===== config.mk =====
export PLATFORM = sky130hd
export DESIGN_NAME = sspim_arb
export DESIGN_NICKNAME = d
export VERILOG_FILES = /design/src/rtl/sspim_arb.sv
export SDC_FILE = /design/constraint.sdc
export NUM_CORES = 1
export LEC_CHECK = 0
export ABC_CLOCK_PERIOD_IN_PS = 2870
export BUFFER_PORTS_ARGS = -buffer_cell sky130_fd_sc_hd__buf_2
export CORE_UTILIZATION = 47
export DETAILED_ROUTE_END_ITERATION = 7
export PLACE_DENSITY_LB_ADDON = 0.08
export SLEW_MARGIN = 20
export SYNTH_ARGS = -nofsm -noshare
export SYNTH_HDL_FRONTEND = slang
export SYNTH_SLANG_ARGS = --single-unit

===== constraint.sdc =====
create_clock -name clk -period 2.87 [get_ports clk]
set_input_delay 0.287 -clock clk [delete_from_list [all_inputs] [get_ports clk]]
set_output_delay 0.287 -clock clk [all_outputs]
set_load 0.005 [all_outputs]

===== src/rtl/sspim_arb.sv =====
// sspim_arb: shares one SPI master register port between two requesters, with lock and lock-timeout.
// Optional SSPIM_ARB_FIXED_PRI_EN: req0 always wins simultaneous requests (default is round-robin).
module sspim_arb #(
    parameter int unsigned      TMO_W    = 16,
    parameter logic [TMO_W-1:0] LOCK_TMO = 16'hFFFF
) (
    input  logic        clk,
    input  logic        reset_n,
    input  logic        req0_cs,
    input  logic        req0_wr,
    input  logic [7:0]  req0_addr,
    input  logic [31:0] req0_wdata,
    input  logic [3:0]  req0_be,
    input  logic        req0_lock,
    output logic [31:0] req0_rdata,
    output logic        req0_ack,
    input  logic        req1_cs,
    input  logic        req1_wr,
    input  logic [7:0]  req1_addr,
    input  logic [31:0] req1_wdata,
    input  logic [3:0]  req1_be,
    input  logic        req1_lock,
    output logic [31:0] req1_rdata,
    output logic        req1_ack,
    output logic        m_reg_cs,
    output logic        m_reg_wr,
    output logic [7:0]  m_reg_addr,
    output logic [31:0] m_reg_wdata,
    output logic [3:0]  m_reg_be,
    input  logic [31:0] m_reg_rdata,
    input  logic        m_reg_ack,
    output logic [1:0]  grant,
    output logic        tmo_err
);

    typedef enum logic [1:0] {IDLE, ACCESS, LOCKED} state_t;

    localparam logic [TMO_W-1:0] TMO_LAST = LOCK_TMO - {{(TMO_W-1){1'b0}}, 1'b1};

    state_t           state, state_nxt;
    logic [1:0]       grant_nxt;
    logic [TMO_W-1:0] cnt, cnt_nxt;
    logic             tmo_nxt;
    logic             issue, issue_sel, cs_clr;
    logic             own, owner_cs, owner_lock;
    logic             arb_sel;
    logic             ack_ok;

    assign own        = grant[1];
    assign owner_cs   = own ? req1_cs   : req0_cs;
    assign owner_lock = own ? req1_lock : req0_lock;

`ifdef SSPIM_ARB_FIXED_PRI_EN
    assign arb_sel = ~req0_cs;
`else
    logic ptr;

    // Any return to IDLE from a granted state hands priority to the other requester.
    always_ff @(posedge clk or negedge reset_n) begin
        if (!reset_n)
            ptr <= 1'b0;
        else if (state != IDLE && state_nxt == IDLE)
            ptr <= ~own;
    end

    assign arb_sel = (req0_cs & req1_cs) ? ptr : req1_cs;
`endif

    always_comb begin
        state_nxt = state;
        grant_nxt = grant;
        cnt_nxt   = cnt;
        tmo_nxt   = 1'b0;
        issue     = 1'b0;
        issue_sel = own;
        cs_clr    = 1'b0;
        case (state)
            IDLE: begin
                if (req0_cs | req1_cs) begin
                    issue     = 1'b1;
                    issue_sel = arb_sel;
                    grant_nxt = arb_sel ? 2'b10 : 2'b01;
                    state_nxt = ACCESS;
                end
            end
            ACCESS: begin
                if (m_reg_ack) begin
                    cs_clr = 1'b1;
                    if (owner_lock) begin
                        state_nxt = LOCKED;
                        cnt_nxt   = '0;
                    end else begin
                        state_nxt = IDLE;
                        grant_nxt = 2'b00;
                    end
                end
            end
            LOCKED: begin
                if (owner_cs) begin
                    issue     = 1'b1;
                    state_nxt = ACCESS;
                    cnt_nxt   = '0;
                end else if (!owner_lock) begin
                    state_nxt = IDLE;
                    grant_nxt = 2'b00;
                end else if (cnt == TMO_LAST) begin
                    state_nxt = IDLE;
                    grant_nxt = 2'b00;
                    tmo_nxt   = 1'b1;
                end else if (cnt != {TMO_W{1'b1}}) begin
                    cnt_nxt = cnt + {{(TMO_W-1){1'b0}}, 1'b1};
                end
            end
            default: begin
                state_nxt = IDLE;
                grant_nxt = 2'b00;
            end
        endcase
    end

    always_ff @(posedge clk or negedge reset_n) begin
        if (!reset_n) begin
            state   <= IDLE;
            grant   <= 2'b00;
            cnt     <= '0;
            tmo_err <= 1'b0;
        end else begin
            state   <= state_nxt;
            grant   <= grant_nxt;
            cnt     <= cnt_nxt;
            tmo_err <= tmo_nxt;
        end
    end

    // Master-side request is registered at the grant edge and held until the ack edge.
    always_ff @(posedge clk or negedge reset_n) begin
        if (!reset_n) begin
            m_reg_cs    <= 1'b0;
            m_reg_wr    <= 1'b0;
            m_reg_addr  <= '0;
            m_reg_wdata <= '0;
            m_reg_be    <= '0;
        end else if (issue) begin
            m_reg_cs    <= 1'b1;
            m_reg_wr    <= issue_sel ? req1_wr    : req0_wr;
            m_reg_addr  <= issue_sel ? req1_addr  : req0_addr;
            m_reg_wdata <= issue_sel ? req1_wdata : req0_wdata;
            m_reg_be    <= issue_sel ? req1_be    : req0_be;
        end else if (cs_clr) begin
            m_reg_cs    <= 1'b0;
        end
    end

    // An owner that dropped cs before the ack does not see the ack.
    assign ack_ok     = (state == ACCESS) & m_reg_ack;
    assign req0_ack   = ack_ok & grant[0] & req0_cs;
    assign req1_ack   = ack_ok & grant[1] & req1_cs;
    assign req0_rdata = req0_ack ? m_reg_rdata : 32'h0;
    assign req1_rdata = req1_ack ? m_reg_rdata : 32'h0;

endmodule


==> results of run 1 <==
per-layer routing:
metal	routed length (um)	up-vias	track usage [%]
li1	-	1891	-
met1	4220	1740	28.1
met2	5290	137	40.4
met3	626	10	5.18
met4	127	0	9.62
met5	0	-	0
synthesized netlist by cell type (2+ instances only):
| library cell | count | share of area (%) |
|---|---|---|
| a2111oi_4 | 2 | 1.4 |
| a211oi_1 | 3 | 0.57 |
| a21o_1 | 2 | 0.38 |
| a21oi_1 | 5 | 0.63 |
| a32o_1 | 2 | 0.50 |
| and2_1 | 67 | 11 |
| and3_1 | 3 | 0.47 |
| and4bb_2 | 2 | 0.63 |
| buf_2 | 4 | 0.50 |
| buf_6 | 7 | 2.0 |
| clkbuf_1 | 13 | 1.2 |
| dfrtp_1 | 68 | 43 |
| ha_1 | 2 | 0.63 |
| inv_1 | 5 | 0.47 |
| mux2i_1 | 48 | 12 |
| nand2_1 | 60 | 5.7 |
| nand2b_1 | 4 | 0.63 |
| nand3_1 | 3 | 0.38 |
| nand4_1 | 4 | 0.63 |
| nor2_1 | 18 | 1.7 |
| nor3_1 | 3 | 0.38 |
| o21ai_0 | 50 | 6.3 |
| o22ai_1 | 3 | 0.47 |
| o31ai_1 | 2 | 0.38 |
| xnor2_1 | 9 | 2.0 |
report_power, final:
part           internal, uW  total [uW]  leakage (uW)  switching, uW
logic                   879        1860       0.00204            979
clock network           601         979      0.000122            378
registers              1320        1540      0.000860            223
total                  2800        4380       0.00302           1580
stage by stage:
| stage | cell area (um^2) | setup WS [ps] | instances | power, uW |
|---|---|---|---|---|
| finish | 5480 | 375 | 758 | 4380 |
| global route | 5480 | 229 | 758 | 4730 |
| CTS | 5480 | 355 | 758 | 4430 |
| detailed placement | 5230 | 735 | 742 | 3440 |
| global placement | 5230 | 857 | 742 | 3390 |
| floorplan | 3980 | 1200 | 415 | 2770 |
state kept, by name (all words and copies together), names as in the netlist:
register and cells:
tmo_err 1, m_reg_cs 1, m_reg_addr 8, ptr 1, m_reg_wr 1, m_reg_be 4, state 2, m_reg_wdata 32
cnt 16, grant 2
worst max-delay path by stage:
stage,startpoint,end,slack (ps),depth (start not counted)
floorplan,cnt[0],cnt[2],1200,7
global placement,state[1],req1_rdata[22],860,4
detailed placement,state[1],req0_rdata[10],730,4
CTS,state[1],req0_rdata[27],350,4
global route,state[1],req0_rdata[27],230,4
finish,state[1],req0_rdata[27],380,4
cells in the final DEF, fill, tap and decap left out, types with 5 or more instances in the layout:
cell type / count
buf_2: 243
dfrtp_1: 68
and2_1: 67
nand2_1: 60
o21ai_0: 50
mux2i_1: 48
nor2_1: 18
clkbuf_8: 10
xnor2_1: 9
inv_1: 5
a21oi_1: 5
cell families (layout without fill, tap and decap cells):
kind of cell	Yosys count	count (layout)	synth area share, %
AND/OR/NAND/NOR	177	177	24.4
AO/OA/AOI/OAI	80	80	13.5
flip-flops	68	68	42.7
multiplexers	49	49	12.3
buffers and inverters	30	268	4.37
XOR/XNOR	9	9	1.98
adder cells (fa/ha/maj)	2	2	0.628
worst max-delay path, cell delays in order, from the launching register on:
cell and delay, ps:
dfrtp_1 470, and3b_2 320, and3_1 710, and2_1 240, buf_2 110
layout make-up:
class                           count  area [um^2]  share of cell area (%)
Tap cell                          105          131                    2.40
Inverter                            5         18.8                   0.342
Sequential cell                    68         1700                    31.1
Clock buffer                       10          138                    2.51
Timing Repair Buffer              247         1270                    23.2
Clock inverter                      6          111                    2.03
Multi-Input combinational cell    317         2110                    38.5
==> results.cfg, run 1 <==
[critical_path]
r2r-end = ptr
reg2regPathDepth = 4
r2r_start = grant[1]
arrival_ps = 2210
reg2reg_slack_ps = 930
required_ps = 2580
path_class = reg -> out
endpoint_kind = output pin
startpoint_type = flip-flop
crit_fanout = 33

[timing]
tightestPinTransition_ps = 853
rsz0062_at_grt = no
period_needed_ps = 2490
hold_viol_final = 0
fin_tns_setup_ps = 0
fin_crit_sh_pct = 86.9
whs_ps = 134
skew_ps = 9.77
max_slew_margin_pct = 43.1
setup_viol = 0
clock.fmax_ghz = 0.401
slew_viol_final = 0

[clock_network]
clk_pin_slew_ps = 80
numCtsBuffers = 9
hold_buffers = 0
cts-root-to-sink-buffers = 2
cts_tree = yes
cts.repair.resized = 0
post-cts-setup-buffer-count = 0
root_buffer = clkbuf_8
worstSkewPairLatency_ps = 340
cts_sinks = 68
htree_levels = 3

[layout]
fillCellCount = 694
area_growth_pct = 37.6
drive_gt1_share_pct = 42.9
fin_nets = 779
fin_util_pct = 66.7
n_antenna_cell = 0

[routing]
drt-wirelength-per-cell_um = 13.5
drc_errors = 0
vias_per_cell = 4.98
antenna_left = 0
drt_pass1_iterations = 4
initialDrtViolationCount = 122
wirelength_um = 10300
vias = 3778

[logic_synthesis]
ys_async_sr_fraction_pct = 100
yosys_most_used_dff = dfrtp_1
yosysSeqAreaShare_pct = 42.7
syn_avg_cell_area_um2 = 9.60
ys_seq_elements = 68
syn_inst = 415
synth_cell_types = 51
synth_edf_count = 0
synth_area_um2 = 3980
yosys_warnings = 0
synth_nets = 546

[die]
start_util_pct = 48.5
io_pins = 244
fp.dieArea_um2 = 8850
die_y_um = 94.1
rows = 33
die_w_um = 94.1
coreArea_um2 = 8220

[placement]
place.gp.congestion = 0.862
dp_hpwl_um = 7760
port-buffer-count = 243

[global_routing]
grt_pass1_wl_um = 16100
grt_max_degree = 91
grt_overflow = 0
grtUsageTotal_pct = 23.4
grt_pass1_vias = 3606
antenna_found_initial = 0

[power_and_ir_drop]
leakage_uw = 0.00302
irDropWorstVdd_mv = 0.454
power.density_nw_per_um2 = 799

[flow_run]
maxCapViolCount = 0

[outcome]
status = finished clean

[worst_hold_path]
hold_path_class = in -> async
Note: power is estimated with default switching activity, not from simulation.
==> inputs of run 2 (changes only) <==
==> constraint.sdc (replaced) <==
create_clock -name clk -period 2.87 [get_ports clk]
set_input_delay 0.287 -clock clk [delete_from_list [all_inputs] [get_ports clk]]
set_output_delay 0.287 -clock clk [all_outputs]
set_load 0.1 [all_outputs]
==> run 2 against run 1 <==
Sequential share of layout area rose by 0.057 points; largest power group unchanged; worst hold slack better by 1.9 ps; register-to-register slack worse by 50 ps; global-route usage decreased by 0.75 points; count of clock-buffer cells in the layout stayed put; cell count increased by 0.26%; clock skew is 3.1 ps lower; first-iteration DRC count is 7.4% lower; sequential power about the same; cell area is 0.18% lower; critical endpoint is now req1_rdata[9]; combinational power rose to 2.5 times the previous value.
==> results.cfg, run 2 (synthesis results as in run 1) <==
[power_and_ir_drop]
p_int_uw = 2640
p_sw_share_pct = 62.7
power.switching_uw = 4430
power_frac_seq_pct = 22.0
leakage_uw = 0.00302
clkPwrFrac_pct = 11.3
irDropWorstVdd_mv = 1.16
combPwrFrac_pct = 66.8
power.density_nw_per_um2 = 1290

[layout]
largest_reg_flops = 32
drive_gt1_share_pct = 45.8
fin_nets = 781
mostFrequentLayoutCells = buf_2 (243), dfrtp_1 (68), nand2_1 (60), o21ai_0 (50), and2_1 (49)
n_antenna_cell = 0
fillCellCount = 706
reg_top3 = m_reg_wdata: 32 flops, cnt: 16 flops, m_reg_addr: 8 flops
largest-register = m_reg_wdata
final_common_cell = buf_2
area_growth_pct = 37.4

[die]
fp.dieArea_um2 = 8850
die_y_um = 94.1
rows = 33
die_w_um = 94.1
io_pins = 244
coreArea_um2 = 8220
start_util_pct = 48.5

[routing]
wl_met2_um = 4960
antenna_left = 0
dr_wl_met3_um = 771
initialDrtViolationCount = 113
vias = 3768
drt_pass1_iterations = 4
drt-wirelength-per-cell_um = 13.4
drc_errors = 0
wirelength_um = 10100
dr.max_layer_used = met4
vias_per_cell = 4.96
met1_length_um = 4250

[clock_network]
root_buffer = clkbuf_8
cts-root-to-sink-buffers = 2
cts_sinks = 68
clk_pin_slew_ps = 80
cts.repair.resized = 0
cts_tree = yes
numCtsBuffers = 9
hold_buffers = 0
worstSkewPairLatency_ps = 340
post-cts-setup-buffer-count = 0
htree_levels = 3

[critical_path]
r2r-end = ptr
path_class = reg -> out
endpoint_kind = output pin
r2r_start = grant[1]
required_ps = 2580
reg2regPathDepth = 4
crit_fanout = 33
reg2reg_slack_ps = 880
startpoint_type = flip-flop
arrival_ps = 2160

[global_routing]
grt_pass1_wl_um = 15600
grt_max_degree = 92
antenna_found_initial = 0
grt_pass1_vias = 3402
grtUsageTotal_pct = 22.7
grt_overflow = 0

[outcome]
status = finished clean

[timing]
rsz0062_at_grt = no
slew_viol_final = 0
hold_viol_final = 0
period_needed_ps = 2440
fin_crit_sh_pct = 85.1
setup_viol = 0
skew_ps = 6.70
whs_ps = 135
fin_tns_setup_ps = 0
clock.fmax_ghz = 0.409
max_slew_margin_pct = 44.6
tightestPinTransition_ps = 830

[placement]
dp_hpwl_um = 7710
port-buffer-count = 243
place.gp.congestion = 0.802

[worst_hold_path]
hold_path_class = in -> async

[flow_run]
maxCapViolCount = 0
-- run 2: metrics by stage --
stage / instances / utilization (%) / cell area (um^2) / setup slack [ps] / power, uW
2_1_floorplan: 415 / - / 4010 / 69.4 / 5570
3_3_place_gp: 744 / 64.1 / 5270 / 855 / 6250
3_5_place_dp: 744 / 64.1 / 5270 / 800 / 6310
4_1_cts: 760 / 66.6 / 5470 / 417 / 7110
5_1_grt: 760 / 66.6 / 5470 / 301 / 7400
6_report: 760 / 66.6 / 5470 / 427 / 7070
-- run 2: cell type report --
| cell class | count | area [um^2] | share of cell area (%) |
|---|---|---|---|
| inverters | 5 | 18.8 | 0.343 |
| well taps | 105 | 131 | 2.40 |
| multi-input cells | 317 | 2130 | 39.0 |
| repair buffers | 249 | 1290 | 23.5 |
| flip-flops and latches | 68 | 1700 | 31.1 |
| clock buffers | 10 | 138 | 2.52 |
| clock inverters | 6 | 63.8 | 1.17 |
-- run 2: how the worst max path moves through the flow --
stage | endpoint | startpoint
CTS | req1_rdata[9] | state[1]
detailed placement | req1_rdata[9] | state[1]
global route | req1_rdata[9] | state[1]
floorplan | req1_rdata[22] | grant[1]
global placement | req0_rdata[22] | state[1]
finish | req1_rdata[9] | state[1]
-- run 2: layer usage --
metal  up-vias  global-route usage [%]
met5         -                       0
met4         0                    9.36
met3        18                    5.42
met2       171                    37.7
met1      1676                    28.1
li1       1903                       -
-- run 2: power by group through the flow --
stage	combinational, uW	sequential [uW]	clock (uW)
after global routing	4950	1600	853
after global placement	4710	1540	0
after floorplan	1660	3910	0
after detailed placement	4750	1550	0
final	4720	1550	798
after CTS	4750	1550	814
-- run 2: worst max-delay path, cell delays in order, from the launching register on --
cell and delay [ps]:
dfrtp_1 470, and3b_2 320, and3_1 170, buf_4 250
and2_1 170, buf_2 430
==> inputs of run 3 (changes only) <==
--- a/config.mk
+++ b/config.mk
@@ -10,6 +10,7 @@
 export CORE_UTILIZATION = 47
 export DETAILED_ROUTE_END_ITERATION = 7
 export PLACE_DENSITY_LB_ADDON = 0.08
+export RECOVER_POWER = 25
 export SLEW_MARGIN = 20
 export SYNTH_ARGS = -nofsm -noshare
 export SYNTH_HDL_FRONTEND = slang
==> run 3 against run 2 <==
The flow now finishes with violations (capacitance limit, slew limit); cell count stayed put; die area is the same; critical path depth stayed put; register-to-register slack about the same; utilization hardly changed; non-clock buffer count did not move; routed wire length hardly changed; via count about the same; count of clock-buffer cells in the layout did not move; fmax did not move; largest power group unchanged.
==> results.cfg, run 3 (synthesis results as in run 1) <==
[layout]
reg_top3 = m_reg_wdata: 32 flops, cnt: 16 flops, m_reg_addr: 8 flops
drive_gt1_share_pct = 45.8
area_growth_pct = 37.3
fin_nets = 781
mostFrequentLayoutCells = buf_2 (243), dfrtp_1 (68), nand2_1 (60), o21ai_0 (50), and2_1 (49)
fin_util_pct = 66.5
final_common_cell = buf_2
largest-register = m_reg_wdata
finalInstanceArea_um2 = 5470
n_antenna_cell = 0
fillCellCount = 707
largest_reg_flops = 32

[timing]
max_slew_margin_pct = -7.99
clock.fmax_ghz = 0.409
slew_viol_final = 69
tightestPinTransition_ps = 1620
hold_viol_final = 0
fin_crit_sh_pct = 85.1
setup_ws_ps = 427
period_needed_ps = 2440
fin_tns_setup_ps = 0
setup_viol = 0
rsz0062_at_grt = no
skew_ps = 6.68

[worst_hold_path]
hold_path_class = in -> reg
hp-start = m_reg_ack
hold_depth = 2
hold_path_end = state[0]

[global_routing]
grt_overflow = 0
antenna_found_initial = 0
grtUsageTotal_pct = 22.7
grt.busiest_layer = met2
grt_pass1_vias = 3402
grt_max_degree = 92
use_met3_pct = 5.42
use_met2_pct = 37.7
met1_usage_pct = 28.1
grt_pass1_wl_um = 15600

[die]
start_util_pct = 48.5
die_w_um = 94.1
fp.dieArea_um2 = 8850
coreArea_um2 = 8220
rows = 33
io_pins = 244
die_y_um = 94.1

[routing]
drc_errors = 0
drt-wirelength-per-cell_um = 13.3
vias = 3766
antenna_left = 0
vias_per_cell = 4.96
initialDrtViolationCount = 113
drt_pass1_iterations = 4
wirelength_um = 10100

[placement]
place.gp.congestion = 0.802
dp_hpwl_um = 7710
placed_cell_area_um2 = 5270
post-place-ws_ps = 800
port-buffer-count = 243

[outcome]
status = complete, but fails checks
violations = capacitance limit, slew limit

[clock_network]
hold_buffers = 0
root_buffer = clkbuf_8
post-cts-setup-buffer-count = 0
cts_sinks = 68
worstSkewPairLatency_ps = 340
clk_pin_slew_ps = 80
cts-root-to-sink-buffers = 2
cts.repair.resized = 0
htree_levels = 3
cts_tree = yes
numCtsBuffers = 9

[critical_path]
arrival_ps = 2160
reg2reg_slack_ps = 880
reg2regPathDepth = 4
r2r_start = grant[1]
required_ps = 2580
crit_fanout = 33
path_class = reg -> out
r2r-end = ptr
startpoint_type = flip-flop
endpoint_kind = output pin

[power_and_ir_drop]
leakage_uw = 0.00302
irDropWorstVdd_mv = 1.16
power.density_nw_per_um2 = 1290

[flow_run]
maxCapViolCount = 1
==> run 3: changes by cell type in the layout (fill, tap and decap cells not counted), sizes merged <==
cell / before / now
buf: 249 / 248
clkbuf: 10 / 11
==> run 3: per-stage QoR <==
| stage | power (uW) | cells | hold slack (ps) |
|---|---|---|---|
| 2_1_floorplan | 5570 | 415 | -8.59 |
| 3_3_place_gp | 6250 | 744 | 457 |
| 3_5_place_dp | 6310 | 744 | 464 |
| 4_1_cts | 7110 | 760 | 162 |
| 5_1_grt | 7400 | 760 | 218 |
| 6_report | 7070 | 760 | 219 |
==> run 3: critical path, cell delays in order (launching register included) <==
cell and delay, ps:
dfrtp_1 470, and3b_2 320, and3_1 170, buf_4 250
and2_1 170, buf_2 430
==> run 3: cell type report <==
class | count | area (um^2) | share of cell area (%)
Clock buffer | 10 | 138 | 2.52
Tap cell | 105 | 131 | 2.40
Multi-Input combinational cell | 317 | 2130 | 39.0
Sequential cell | 68 | 1700 | 31.1
Timing Repair Buffer | 249 | 1280 | 23.5
Clock inverter | 6 | 63.8 | 1.17
Inverter | 5 | 18.8 | 0.343
==> run 3: routing by layer <==
layer | vias to the layer above | wire, um
met5 | - | 0
met4 | 0 | 174
met3 | 18 | 769
met2 | 169 | 4960
met1 | 1676 | 4240
li1 | 1903 | -
==> run 3: power breakdown <==
part	leakage (uW)	total, uW	internal, uW	switching, uW
Sequential	0.000860	1550	1320	231
Clock	0.0000983	798	423	375
Combinational	0.00206	4720	892	3830
==> run 3: worst max-delay path by stage <==
stage                  start             end  slack (ps)  cells past startpoint
finish              state[1]   req1_rdata[9]         430                      5
global route        state[1]   req1_rdata[9]         300                      5
CTS                 state[1]   req1_rdata[9]         420                      5
detailed placement  state[1]   req1_rdata[9]         800                      5
global placement    state[1]  req0_rdata[22]         850                      5
floorplan           grant[1]  req1_rdata[22]          70                      4
